File: config.mk
export PLATFORM = sky130hd
export DESIGN_NAME = led_disp_arbiter
export DESIGN_NICKNAME = d
export VERILOG_FILES = /design/src/rtl/led_disp_arbiter.sv
export SDC_FILE = /design/constraint.sdc
export NUM_CORES = 1
export LEC_CHECK = 0
export BUFFER_PORTS_ARGS = -buffer_cell sky130_fd_sc_hd__buf_2
export CELL_PAD_IN_SITES_DETAIL_PLACEMENT = 1
export CELL_PAD_IN_SITES_GLOBAL_PLACEMENT = 2
export CORE_ASPECT_RATIO = 1.75
export CORE_MARGIN = 1.5
export CORE_UTILIZATION = 24
export CTS_CLUSTER_DIAMETER = 60
export DETAILED_ROUTE_END_ITERATION = 12
export PLACE_DENSITY_LB_ADDON = 0.12
export SETUP_SLACK_MARGIN = 0.2
export SYNTH_ARGS = -nofsm -noshare
export SYNTH_HDL_FRONTEND = slang
export SYNTH_SLANG_ARGS = --single-unit
File: constraint.sdc
create_clock -name scan_clk -period 2.45 [get_ports scan_clk]
set_clock_uncertainty 0.2 [all_clocks]
set_input_delay 0.6125 -clock scan_clk [delete_from_list [all_inputs] [get_ports scan_clk]]
set_output_delay 0.6125 -clock scan_clk [all_outputs]
set_load 0.01 [all_outputs]
File: src/rtl/led_disp_arbiter.sv
// led_disp_arbiter: round-robin owner of the shared 8-digit seven-segment
// display, with a hold timer per slice and urgent preemption.
// Ports: scan_clk, rst_n (async, active-low); req/urgent/req_digits/req_en
// per requester (req_blink with LED_DISP_BLINK_EN); gnt (one-hot), busy,
// disp_digits/disp_en (registered, one cycle behind gnt) to the scanner.
// Optional blink: define LED_DISP_BLINK_EN.
module led_disp_arbiter #(
  parameter int N_REQ      = 3,
  parameter int HOLD_TICKS = 1024,
  parameter int BLINK_DIV  = 256
) (
  input  logic                 scan_clk,
  input  logic                 rst_n,
  input  logic [N_REQ-1:0]     req,
  input  logic [N_REQ-1:0]     urgent,
  input  logic [32*N_REQ-1:0]  req_digits,
  input  logic [8*N_REQ-1:0]   req_en,
`ifdef LED_DISP_BLINK_EN
  input  logic [N_REQ-1:0]     req_blink,
`endif
  output logic [N_REQ-1:0]     gnt,
  output logic                 busy,
  output logic [31:0]          disp_digits,
  output logic [7:0]           disp_en
);

  localparam int IW = (N_REQ > 1) ? $clog2(N_REQ) : 1;
  localparam int CW = $clog2(HOLD_TICKS + 1);
  localparam logic [CW-1:0] HOLD_LD = CW'(HOLD_TICKS - 1);
  localparam logic [N_REQ-1:0] ONE = N_REQ'(1);

  typedef enum logic {IDLE, GRANT} state_t;

  state_t           state_q, state_d;
  logic [N_REQ-1:0] gnt_q, gnt_d;
  logic [CW-1:0]    cnt_q, cnt_d;
  logic [IW-1:0]    ptr_q, ptr_d;
  logic [31:0]      dig_q, dig_d;
  logic [7:0]       en_q, en_d;

  logic [N_REQ-1:0] cand, urg_cand;
  logic [IW-1:0]    rr_idx, urg_idx, new_idx;
  logic             rr_any, urg_any;
  logic             held, hold_urg, new_gnt;
  int               pos;

`ifdef LED_DISP_BLINK_EN
  localparam int PW = $clog2(BLINK_DIV * 2);
  logic [PW-1:0] ph_q, ph_d;

  assign ph_d = ph_q + PW'(1);

  always_ff @(posedge scan_clk or negedge rst_n) begin
    if (!rst_n) ph_q <= '0;
    else        ph_q <= ph_d;
  end
`endif

  assign held     = |(req & gnt_q);
  assign hold_urg = |(req & urgent & gnt_q);
  assign cand     = req & ~gnt_q;
  assign urg_cand = req & urgent & ~gnt_q;
  assign urg_any  = |urg_cand;

  // round-robin: first candidate after the pointer, wrapping
  always_comb begin
    rr_idx = '0;
    rr_any = 1'b0;
    pos    = 0;
    for (int k = 1; k <= N_REQ; k++) begin
      pos = (int'(ptr_q) + k) % N_REQ;
      if (!rr_any && cand[IW'(pos)]) begin
        rr_idx = IW'(pos);
        rr_any = 1'b1;
      end
    end
  end

  // lowest-index urgent requester
  always_comb begin
    urg_idx = '0;
    for (int i = N_REQ - 1; i >= 0; i--)
      if (urg_cand[i]) urg_idx = IW'(i);
  end

  always_ff @(posedge scan_clk or negedge rst_n) begin
    if (!rst_n) begin
      state_q <= IDLE;
      gnt_q   <= '0;
      cnt_q   <= '0;
      ptr_q   <= IW'(N_REQ - 1);
      dig_q   <= '0;
      en_q    <= '0;
    end else begin
      state_q <= state_d;
      gnt_q   <= gnt_d;
      cnt_q   <= cnt_d;
      ptr_q   <= ptr_d;
      dig_q   <= dig_d;
      en_q    <= en_d;
    end
  end

  always_comb begin
    state_d = state_q;
    gnt_d   = gnt_q;
    cnt_d   = cnt_q;
    ptr_d   = ptr_q;
    new_gnt = 1'b0;
    new_idx = rr_idx;
    unique case (state_q)
      IDLE: new_gnt = rr_any;
      GRANT: begin
        // an urgent holder only yields to urgents once its hold expires
        if (urg_any && (!hold_urg || cnt_q == '0)) begin
          new_gnt = 1'b1;
          new_idx = urg_idx;
        end else if (!held) begin
          if (rr_any) begin
            new_gnt = 1'b1;
          end else begin
            state_d = IDLE;
            gnt_d   = '0;
          end
        end else if (cnt_q != '0) begin
          cnt_d = cnt_q - CW'(1);
        end else if (rr_any) begin
          new_gnt = 1'b1;
        end else begin
          cnt_d = HOLD_LD;
        end
      end
      default: ;
    endcase
    if (new_gnt) begin
      state_d = GRANT;
      gnt_d   = ONE << new_idx;
      cnt_d   = HOLD_LD;
      ptr_d   = new_idx;
    end
  end

  // display follows the current owner live; blank when idle
  always_comb begin
    dig_d = '0;
    en_d  = '0;
    for (int i = 0; i < N_REQ; i++) begin
      if (gnt_q[i]) begin
        dig_d = req_digits[32*i +: 32];
        en_d  = req_en[8*i +: 8];
      end
    end
`ifdef LED_DISP_BLINK_EN
    if (ph_q[PW-1] && |(req_blink & gnt_q)) en_d = '0;
`endif
  end

  always_comb begin
    gnt         = gnt_q;
    busy        = |gnt_q;
    disp_digits = dig_q;
    disp_en     = en_q;
  end

endmodule
==> impl_metrics.env, run 1 <==
export IMPL_fin_crit_sh=0.9008
export IMPL_maxSlewHeadroom=0.5944
export IMPL_grt_pass1_vias=3322
export IMPL_stdcell_count=672
export IMPL_ant_nets=0
export IMPL_h_tree_depth=3
export IMPL_cp_max_fo=4
export IMPL_grt_remaining_overflow=0
export IMPL_grtUsageMet3=0.04799
export IMPL_synthXorXnorAreaFrac=0
export IMPL_drcViolationCount=0
export IMPL_fin_area_sq_um=4548
export IMPL_ys_types=46
export IMPL_grt_use_met2=0.3062
export IMPL_clockBufferDepth=2
export IMPL_power_density_nw_per_um2=1201
export IMPL_hpwl_mm=8.006
export IMPL_root_buffer="clkbuf_16"
export IMPL_irDropWorstVdd_uv=399.1
export IMPL_arrival_ps=1390
export IMPL_cts_tree="yes"
export IMPL_layout_nets=632
export IMPL_fp_dieW_microns=87.01
export IMPL_dp_cells=643
export IMPL_syn_instance_count=320
export IMPL_drive_gt1_frac=0.4664
export IMPL_worst_pin_slew_ps=608.5
export IMPL_fillCellCount=1447
export IMPL_die_area_sq_um=13050
export IMPL_grt_start_max_net_pins=68
export IMPL_syn2layout_area_growth_pct=53.44
export IMPL_synth_top_family_by_area="compound AO/OA/AOI/OAI gates"
export IMPL_drt_iter0_drc=87
export IMPL_ys_ff_latch=57
export IMPL_io_buffers=171
export IMPL_p_leak_nw=2.237
export IMPL_synth_edf_count=0
export IMPL_synth_mux_area_fraction=0.003377
export IMPL_ys_seq_area_frac=0.4816
export IMPL_grt_pass1_wl_mm=16.77
export IMPL_synthAdderAreaFrac=0.01604
export IMPL_regArea_sq_um=1430
export IMPL_path_class="reg -> out"
export IMPL_rows=53
export IMPL_start_kind="flip-flop"
export IMPL_grt_use_total=0.1689
export IMPL_async_flop_share=1.000
export IMPL_multiInputGateArea_sq_um=1509
export IMPL_postPlaceCellArea_sq_um=4029
export IMPL_clk_latency_ps=320
export IMPL_hold_class="in -> async"
export IMPL_finalSetupViolCount=0
export IMPL_io_pins=172
export IMPL_hold_viol=0
export IMPL_synth_simple_area_share=0.1921
export IMPL_gp_congestion=0.7772
export IMPL_antenna_found_initial=1
export IMPL_cts_reportedPaths_clkPinSlew_ps=50
export IMPL_slew_viol_final=0
export IMPL_cts_made_buffers=9
export IMPL_cap_viol_max_count=0
export IMPL_synth_compound_area_share=0.2651
export IMPL_clock_sinks=57
export IMPL_critPathCaptureType="output pin"
export IMPL_drtPass1Iterations=4
export IMPL_period_needed_ps=2207
export IMPL_synth_area_sq_um=2964
export IMPL_routed_wirelength_mm=10.75
export IMPL_avgSynthCellArea_sq_um=9.263
export IMPL_die_h_microns=150.0
export IMPL_status="finished, final reports clean"
export IMPL_fin_tns_setup_ps=0
export IMPL_grt_busiest_layer="met2"
export IMPL_required_ps=1640
export IMPL_grt_use_met1=0.1802
export IMPL_core_area_sq_um=12000
export IMPL_synth_nets=451
export IMPL_via_per_inst=4.762
export IMPL_clock_fmax_ghz=0.4531
export IMPL_power_mw=5.463
export IMPL_start_util=0.2470
export IMPL_wire_per_inst_microns=16.00
export IMPL_grt_setup_unrepaired="true"
export IMPL_ys_warn_count=0
export IMPL_ys_flop_type="dfrtp_1"
export IMPL_vias=3200
==> state kept, by name, indices dropped and copies added, names as in the netlist <==
| register | flops |
|---|---|
| state_q | 1 |
| ptr_q | 2 |
| cnt_q | 11 |
| disp_digits | 32 |
| disp_en | 8 |
| gnt | 3 |
==> critical path, cell delays in order, from the launching register on <==
cell,delay [ps]
dfrtp_2,440
buf_8,140
or3_1,350
buf_2,140
==> metrics by stage <==
step           hold WS [ps]  setup WS [ps]  utilization
6_report              84.42          243.1       0.3789
2_1_floorplan         116.9          300.2            -
3_5_place_dp          313.9         -20.99       0.3357
4_1_cts               95.98          202.0       0.3659
3_3_place_gp          324.5         -35.25       0.3357
5_1_grt               107.6          187.1       0.3789
==> synth_stat cells (all sizes together) (3+ instances only) <==
library cell | count | area [sq um]
ha | 3 | 37.54
nand2 | 58 | 234.0
inv | 6 | 22.52
nor2b | 3 | 18.77
nand3 | 5 | 25.02
o211ai | 4 | 30.03
a22oi | 39 | 292.8
a21oi | 12 | 60.06
nand2b | 7 | 43.79
or3 | 3 | 18.77
nor3 | 8 | 62.56
and3b | 3 | 26.28
nor2 | 5 | 18.77
o21ai | 55 | 275.3
and3 | 6 | 37.54
buf | 8 | 45.04
clkbuf | 15 | 56.30
dfrtp | 56 | 1401
==> logic make-up (layout without fill, tap and decap cells) <==
logic type,after synthesis,after routing
flip-flops,57,57
AO/OA/AOI/OAI,122,122
buffers and inverters,29,215
AND/OR/NAND/NOR,107,107
multiplexers,1,1
other,0,1
adder cells (fa/ha/maj),4,4
==> what timing repair did <==
item,CTS,global route
setup buffers,2,10
pin swaps,0,13
endpoints found under the setup margin,6,13
resized for setup,8,16
hold buffers,0,0
==> power breakdown <==
part / internal, mW / switching, mW / total, mW / leakage (nW)
Combinational: 1.16 / 1.49 / 2.65 / 1.42
Sequential: 1.31 / 0.159 / 1.47 / 0.674
Clock: 0.893 / 0.453 / 1.35 / 0.145
Total: 3.36 / 2.10 / 5.46 / 2.24
==> area by class of cell <==
type,instances,share of cell area
multi-input cells,234,0.3318
flip-flops and latches,57,0.3144
repair buffers,193,0.2325
clock buffers,10,0.05034
well taps,165,0.04539
clock inverters,6,0.02008
inverters,6,0.004952
diodes,1,0.0005502
==> routing by layer <==
layer	wire [microns]	share of wire
met1	3803	0.35
met2	6025	0.56
met3	664	0.062
met4	259	0.024
met5	0	0
==> cells in the final DEF (no fill, tap or decap), drive strengths merged, types with 7 or more instances in the layout <==
master,count
buf,193
dfrtp,56
o21ai,55
a21oi,12
nor3,8
a22oi,39
nand2,58
clkbuf,10
nand2b,7
inv,7
==> path summary, 6_finish.rpt <==
path                                  startpoint                   endpoint  slack, ps  cells past startpoint
hold reg to reg            cnt_q[10]$_DFFE_PN0P_      cnt_q[10]$_DFFE_PN0P_        330                      1
setup reg to reg            cnt_q[1]$_DFFE_PN0P_         gnt[0]$_DFFE_PN0P_        270                      8
hold / removal                             rst_n  disp_digits[19]$_DFF_PN0_         80                      2
max in group asynchronous                  rst_n       ptr_q[1]$_DFFE_PN1P_       1660                      2
min in group scan_clk             req_digits[67]   disp_digits[3]$_DFF_PN0_        290                      3
setup / recovery              gnt[2]$_DFFE_PN0P_                       busy        240                      3
No activity file was read; power rests on OpenSTA's default activity.
==> inputs of run 2 (changes only) <==
--- a/config.mk
+++ b/config.mk
@@ -14,6 +14,7 @@
 export CTS_CLUSTER_DIAMETER = 60
 export DETAILED_ROUTE_END_ITERATION = 12
 export PLACE_DENSITY_LB_ADDON = 0.12
+export RECOVER_POWER = 50
 export SETUP_SLACK_MARGIN = 0.2
 export SYNTH_ARGS = -nofsm -noshare
 export SYNTH_HDL_FRONTEND = slang
==> run 2 against run 1 <==
  * Power decreased by 0.73%
  * Clock power about the same
  * Die area unchanged
  * Largest power group unchanged
  * Fmax about the same
  * Wire length decreased by 0.12%
  * Global-route usage unchanged
  * Sequential power about the same
==> impl_metrics.env, run 2 (synthesized netlist as in run 1, its figures left out) <==
export IMPL_io_buffers=171
export IMPL_maxSlewHeadroom=0.02496
export IMPL_fin_crit_sh=0.9001
export IMPL_clk_latency_ps=320
export IMPL_cts_hold_buf=0
export IMPL_fillCellCount=1449
export IMPL_postPlaceCellArea_sq_um=4029
export IMPL_via_per_inst=4.757
export IMPL_fp_dieW_microns=87.01
export IMPL_antenna_found_initial=1
export IMPL_worst_r2r_endpoint="gnt[0]$_DFFE_PN0P_"
export IMPL_clock_sinks=57
export IMPL_final_cell_mix="buf_2, nand2_1, dfrtp_1, o21ai_0, a22oi_1"
export IMPL_syn2layout_area_growth_pct=51.96
export IMPL_core_area_sq_um=12000
export IMPL_power_density_nw_per_um2=1204
export IMPL_status="finished, final reports clean"
export IMPL_hold_class="in -> reg"
export IMPL_critPathCaptureType="output pin"
export IMPL_cts_tree="yes"
export IMPL_fin_area_sq_um=4504
export IMPL_cp_max_fo=4
export IMPL_hold_viol=0
export IMPL_vias=3197
export IMPL_clockBufferDepth=2
export IMPL_arrival_ps=1390
export IMPL_grt_pass1_wl_mm=16.77
export IMPL_grt_remaining_overflow=0
export IMPL_path_class="reg -> out"
export IMPL_routed_wirelength_mm=10.74
export IMPL_grt_use_total=0.1689
export IMPL_die_area_sq_um=13050
export IMPL_gp_congestion=0.7772
export IMPL_rr_startpoint="gnt[0]$_DFFE_PN0P_"
export IMPL_cts_made_buffers=9
export IMPL_period_needed_ps=2205
export IMPL_required_ps=1640
export IMPL_die_h_microns=150.0
export IMPL_layout_commonest_cell="buf_2"
export IMPL_cts_reportedPaths_clkPinSlew_ps=60
export IMPL_finalSetupViolCount=0
export IMPL_start_util=0.2470
export IMPL_ff2ff_setup_slack_ps=270
export IMPL_cap_viol_max_count=0
export IMPL_p_leak_nw=2.160
export IMPL_ant_nets=0
export IMPL_r2r_cells=6
export IMPL_drtPass1Iterations=4
export IMPL_drcViolationCount=0
export IMPL_drive_gt1_frac=0.4249
export IMPL_wire_per_inst_microns=15.98
export IMPL_h_tree_depth=3
export IMPL_worst_pin_slew_ps=1463
export IMPL_clock_fmax_ghz=0.4534
export IMPL_irDropWorstVdd_uv=397.9
export IMPL_hpwl_mm=8.006
export IMPL_layout_nets=632
export IMPL_start_kind="flip-flop"
export IMPL_rows=53
export IMPL_timing_critical_path_to="busy"
export IMPL_slew_viol_final=0
export IMPL_io_pins=172
export IMPL_hold_ws_ps=288.7
export IMPL_largest_register_ff_count=32
export IMPL_grt_setup_unrepaired="true"
export IMPL_drt_iter0_drc=87
export IMPL_root_buffer="clkbuf_16"
export IMPL_grt_start_max_net_pins=68
export IMPL_cp_startpoint="gnt[2]$_DFFE_PN0P_"
export IMPL_grt_pass1_vias=3322
run 2: timing repair:
action / 4_1_cts / 5_1_grt
pin swaps: 0 / 13
buffers inserted: 2 / 10
gates resized for setup: 8 / 16
endpoints found under the hold margin: 0 / 0
endpoints found under the setup margin: 6 / 13
run 2: layout make-up:
cell class | instances | area [sq um] | share of cell area
multi-input combinational | 234 | 1509 | 0.3350
sequential | 57 | 1430 | 0.3175
timing repair buffer | 193 | 1013 | 0.2250
clock buffer | 10 | 229.0 | 0.05083
tap | 165 | 206.4 | 0.04583
clock inverter | 6 | 91.34 | 0.02028
inverter | 6 | 22.52 | 0.005000
antenna | 1 | 2.502 | 0.0005556
run 2: report_power, final:
| part | total (mW) | leakage (nW) | internal, mW | switching (mW) |
|---|---|---|---|---|
| logic | 2.60 | 1.34 | 1.11 | 1.49 |
| clock network | 1.35 | 0.145 | 0.893 | 0.452 |
| registers | 1.47 | 0.674 | 1.31 | 0.163 |
run 2: layer usage:
metal	part of all wire	up-vias	global-route usage
met2	0.56	103	0.3062
met3	0.062	17	0.04799
met5	0	-	0
met4	0.024	0	0.06613
met1	0.35	1553	0.1802
li1	-	1524	-
run 2: worst max-delay path, stage by stage (launching register included):
cell,delay (ps)
dfrtp_2,440
buf_8,140
or3_1,350
buf_2,140
run 2: worst min-delay path by stage:
| stage | start | endpoint | cells past startpoint |
|---|---|---|---|
| after floorplan | rst_n | cnt_q[0]$_DFFE_PN0P_ | 0 |
| after global placement | ptr_q[1]$_DFFE_PN1P_ | ptr_q[1]$_DFFE_PN1P_ | 1 |
| after detailed placement | cnt_q[10]$_DFFE_PN0P_ | cnt_q[10]$_DFFE_PN0P_ | 1 |
| after CTS | rst_n | disp_digits[20]$_DFF_PN0_ | 2 |
| after global routing | req_digits[73] | disp_digits[9]$_DFF_PN0_ | 3 |
| final | req_digits[67] | disp_digits[3]$_DFF_PN0_ | 3 |
run 2: stage by stage:
stage | setup WS (ps) | TNS, ps | power (mW) | std cells | util
detailed placement | -20.99 | -41.57 | 3.867 | 643 | 0.3357
finish | 244.6 | 0 | 5.423 | 672 | 0.3753
global route | 182.2 | 0 | 5.831 | 672 | 0.3753
global placement | -35.25 | -35.25 | 3.821 | 643 | 0.3357
floorplan | 300.2 | 0 | 2.906 | 320 | -
CTS | 202.0 | 0 | 5.314 | 661 | 0.3659
